--- src/rtl/forwarding_hazard_unit.sv ---
// Forwarding and load-use hazard unit: tracks destination tags from EX through WB,
// selects per-operand forwarding sources for EX and stalls ID/IF on load-use hazards.
module forwarding_hazard_unit #(
    parameter int REG_W          = 5,
    parameter int N_SRC          = 2,
    parameter int DEPTH          = 3,
    parameter int LOAD_FWD_STAGE = 2,
    parameter int CNT_W          = 16,
    localparam int FSW           = $clog2(DEPTH)
) (
    input  logic                   clk,
    input  logic                   rst,
    input  logic                   id_valid,
    input  logic [N_SRC*REG_W-1:0] id_rs,
    input  logic [REG_W-1:0]       id_rd,
    input  logic                   id_regwrite,
    input  logic                   id_memread,
    input  logic                   flush,
    output logic                   stall,
    output logic [N_SRC*FSW-1:0]   fwd_sel,
    output logic [CNT_W-1:0]       stall_count
);

    logic [DEPTH-1:0] valid_reg;
    logic [DEPTH-1:0] regwrite_reg;
    logic [DEPTH-2:0] memread_reg;    // the oldest stage's load flag is never consulted
    logic [REG_W-1:0] rd_reg [DEPTH];
    logic [REG_W-1:0] src_reg [N_SRC];
    logic [CNT_W-1:0] count_reg;

    logic [REG_W-1:0] id_src [N_SRC];
    logic [FSW-1:0]   sel_next [N_SRC];
    logic [N_SRC-1:0] hazard_vec;

    generate
        for (genvar gi = 0; gi < N_SRC; gi++) begin : g_src
            assign id_src[gi] = id_rs[gi*REG_W +: REG_W];
            assign fwd_sel[gi*FSW +: FSW] = sel_next[gi];

            // Walk from oldest to youngest so the youngest producer wins.
            always_comb begin
                sel_next[gi] = '0;
                if (valid_reg[0]) begin
                    for (int k = DEPTH - 1; k >= 1; k--) begin
                        if (valid_reg[k] && regwrite_reg[k] &&
                            rd_reg[k] == src_reg[gi] && src_reg[gi] != '0) begin
                            sel_next[gi] = FSW'(k);
                        end
                    end
                end
            end

            always_comb begin
                hazard_vec[gi] = 1'b0;
                for (int j = DEPTH - 2; j >= 0; j--) begin
                    if (valid_reg[j] && regwrite_reg[j] &&
                        rd_reg[j] == id_src[gi] && id_src[gi] != '0) begin
                        hazard_vec[gi] = memread_reg[j] && (j + 1 < LOAD_FWD_STAGE);
                    end
                end
            end
        end
    endgenerate

    assign stall       = id_valid & (|hazard_vec) & ~flush & ~rst;
    assign stall_count = count_reg;

    always_ff @(posedge clk) begin
        if (rst) begin
            valid_reg    <= '0;
            regwrite_reg <= '0;
            memread_reg  <= '0;
            count_reg    <= '0;
            for (int k = 0; k < DEPTH; k++) begin
                rd_reg[k] <= '0;
            end
            for (int i = 0; i < N_SRC; i++) begin
                src_reg[i] <= '0;
            end
        end else begin
            valid_reg[0]    <= id_valid & ~stall & ~flush;
            regwrite_reg[0] <= id_regwrite;
            memread_reg[0]  <= id_memread;
            rd_reg[0]       <= id_rd;
            for (int i = 0; i < N_SRC; i++) begin
                src_reg[i] <= id_src[i];
            end
            for (int k = 1; k < DEPTH; k++) begin
                valid_reg[k]    <= valid_reg[k-1];
                regwrite_reg[k] <= regwrite_reg[k-1];
                rd_reg[k]       <= rd_reg[k-1];
            end
            for (int k = 1; k < DEPTH - 1; k++) begin
                memread_reg[k] <= memread_reg[k-1];
            end
            if (stall && count_reg != '1) begin
                count_reg <= count_reg + 1'b1;
            end
        end
    end

endmodule

--- config.mk ---
export PLATFORM = sky130hd
export DESIGN_NAME = forwarding_hazard_unit
export DESIGN_NICKNAME = d
export VERILOG_FILES = /design/src/rtl/forwarding_hazard_unit.sv
export SDC_FILE = /design/constraint.sdc
export NUM_CORES = 1
export LEC_CHECK = 0
export ABC_CLOCK_PERIOD_IN_PS = 4100
export BUFFER_PORTS_ARGS = -buffer_cell sky130_fd_sc_hd__buf_2
export CORE_MARGIN = 2
export CORE_UTILIZATION = 53
export CTS_CLUSTER_SIZE = 12
export DETAILED_ROUTE_END_ITERATION = 12
export PLACE_DENSITY = 0.77
export SYNTH_ARGS = -nofsm -noshare
export SYNTH_HDL_FRONTEND = slang
export SYNTH_SLANG_ARGS = --single-unit
--- constraint.sdc ---
create_clock -name clk -period 4.1 [get_ports clk]
set_input_delay 0.41 -clock clk [delete_from_list [all_inputs] [get_ports clk]]
set_output_delay 0.41 -clock clk [all_outputs]
set_load 0.01 [all_outputs]
==> flow_summary.json <==
{
  "required_ns": 4.32,
  "die_h_um": 68.06,
  "synth-seq-cells": 48,
  "vias": 1782,
  "synth_fp_nets": 258,
  "cts_root_buf": "clkbuf_8",
  "worstMarginPinSlew_ns": 0.8633,
  "whs_path_depth": 2,
  "startpoint_type": "input pin",
  "period_share_pct": 57.56,
  "clock_tree.buffer_depth": 2,
  "synth_cell_type_count": 38,
  "viasPerCell": 5.500,
  "cts_buffers": 5,
  "largest_reg_flops": 16,
  "synth.most_common_cell": "dfxtp_1",
  "rr_worst_depth": 6,
  "power_density_nw_per_um2": 361.9,
  "ys.warnings.count": 0,
  "cts_resized": 0,
  "cts_tree": "yes",
  "antenna_found_initial": 0,
  "peakVddDrop_mv": 0.2293,
  "internal_power_uw": 710.2,
  "synthTopCellsByArea": "dfxtp_1 44%, nor2b_1 9.2%, xor2_1 5.6%, xnor2_1 4.8%, or4_1 3.8%",
  "core-area_um2": 3971,
  "final_util_pct": 63.30,
  "hpwl_um": 3011,
  "finalSetupViolCount": 0,
  "drive_gt1_share_pct": 20.44,
  "drt_first_pass_iters": 4,
  "p_sw_share_pct": 21.93,
  "dr.first_iter.drc_count": 48,
  "postLayoutCellArea_um2": 2514,
  "track_usage_pct": 19.30,
  "syn_inst": 236,
  "fmax_mhz": 423.8,
  "rrSetupSlack_ns": 1.95,
  "layout.nets": 295,
  "syn_area_um2": 2175,
  "route.detailed.drc": 0,
  "grt_pass1_vias": 1491,
  "rsz0062_at_grt": "false",
  "fp.dieW_um": 68.06,
  "path_max_fanout": 51,
  "synthFlopType": "dfxtp_1",
  "synth_commonest_cells": "48 x dfxtp_1, 32 x nor2b_1, 14 x xor2_1",
  "synth_area_per_cell_um2": 9.214,
  "fin_crit_ns": 2.360,
  "die_area_um2": 4631,
  "p_seq_share_pct": 54.3,
  "finalWirelength_um": 4294,
  "start_util_pct": 54.76,
  "r2r_start": "stall_count[0]",
  "hold_path_end": "valid_reg[0]",
  "io_buffers": 41,
  "clk-insertion-delay-late_ns": 0.30,
  "power.share.clock_pct": 38.9,
  "place.gp.congestion": 0.7769,
  "wl_per_cell_um": 13.25,
  "grt_pass1_wl_um": 6748,
  "place_area_um2": 2392,
  "post-cts-setup-buffers": 0,
  "worstSetupEndpointType": "register",
  "finalHoldViolCount": 0,
  "antennaDiodeCount": 0,
  "arrival_ns": 2.58,
  "maxCapViolations": 0,
  "outcome": "finished clean",
  "htree_levels": 2,
  "fin_skew_ns": 0.007206,
  "worstSetupPathType": "input pin to register",
  "synth_top_cell_area_share_pct": 44.19,
  "ys_async_sr_fraction_pct": 0,
  "clock-sinks": 48,
  "num_rows": 23,
  "final-max-slew-violation-count": 0,
  "path_clk_slew_ns": 0.09,
  "hp-start": "flush",
  "num_io_pins": 42,
  "p_comb_share_pct": 6.8,
  "synth_enable_flop_cells": 0,
  "yosysTopAreaCell": "dfxtp_1",
  "p_leak_uw": 0.0009738,
  "tns_ns": 0,
  "cts_hold_buf": 0,
  "ant_nets": 0,
  "ys_seq_area_share_pct": 44.19,
  "hold_path.class": "input pin to register",
  "switchingPower_uw": 199.5,
  "area_growth_pct": 15.59,
  "worstReg2RegEnd": "stall_count[4]",
  "maxSlewHeadroom_pct": 42.45,
  "grt_max_degree": 52,
  "overflow": 0
}
-- worst max-delay path by stage --
stage	slack (ns)	end	from	cells after the start
after floorplan	2.20	stall_count[13]	stall_count[0]	6
after global placement	1.50	stall_count[10]	rst	6
after detailed placement	1.44	stall_count[4]	rst	6
after CTS	1.75	stall_count[4]	rst	6
after global routing	1.55	stall_count[4]	rst	6
final	1.74	stall_count[4]	rst	6
-- critical path, stage by stage --
cell	delay (ns)
buf_2	0.37
and4bb_1	0.41
and3_2	0.24
nand2_1	0.37
or4_1	0.59
a21oi_1	0.17
-- logic make-up after synthesis --
family                     synth area share (%)
xor gates and xnor gates                  10.47
AOI/OAI and AO/OA                         10.64
buffers and inverters                     3.337
DFF                                       44.19
adders and majority gates                0.5753
and+or+nand+nor                           30.26
muxes                                    0.5178
-- per-layer routing --
metal	global-route usage, %	part of all wire, %	vias to the layer above
li1	-	-	927
met1	26.80	49	818
met2	28.76	45	33
met3	6.250	4.5	4
met4	5.250	0.98	0
met5	0	0	-
-- power by group through the flow --
| stage | clock, µW | combinational (µW) | sequential (µW) |
|---|---|---|---|
| 2_1_floorplan | 0 | 44.9 | 501 |
| 3_3_place_gp | 0 | 61.7 | 504 |
| 3_5_place_dp | 0 | 62.7 | 505 |
| 4_1_cts | 365 | 63.3 | 494 |
| 5_1_grt | 383 | 69.9 | 496 |
| 6_report | 354 | 62.3 | 494 |
-- cell usage in the layout (no fill, tap or decap), drive strengths merged, types with 8 or more instances in the layout --
master | synthesis | layout
o31ai | 10 | 10
buf | 6 | 42
xnor2 | 12 | 12
o21ai | 8 | 8
or4 | 11 | 11
xor2 | 14 | 14
nand4 | 12 | 12
nor2b | 32 | 32
dfxtp | 48 | 48
nand2 | 11 | 11
nor4 | 10 | 10
a21oi | 13 | 13
-- metrics by stage --
| stage | cells | hold WS (ns) | total power, µW | setup WS [ns] |
|---|---|---|---|---|
| 6_report | 324 | 0.2858 | 909.7 | 1.740 |
| 5_1_grt | 324 | 0.2834 | 948.3 | 1.550 |
| 4_1_cts | 324 | 0.2735 | 921.6 | 1.750 |
| 3_5_place_dp | 316 | 0.4466 | 567.3 | 1.438 |
| 3_3_place_gp | 316 | 0.4468 | 566.1 | 1.501 |
| 2_1_floorplan | 236 | 0.4294 | 545.5 | 2.196 |
-- final cells by class --
class / count / area, µm²
flip-flops and latches: 48 / 960.9
fillers: 368 / 1458
inverters: 4 / 15.01
repair buffers: 42 / 212.7
clock inverters: 2 / 38.79
well taps: 50 / 62.56
multi-input cells: 172 / 1141
clock buffers: 6 / 82.58
Power figures use the tool's default switching activity.
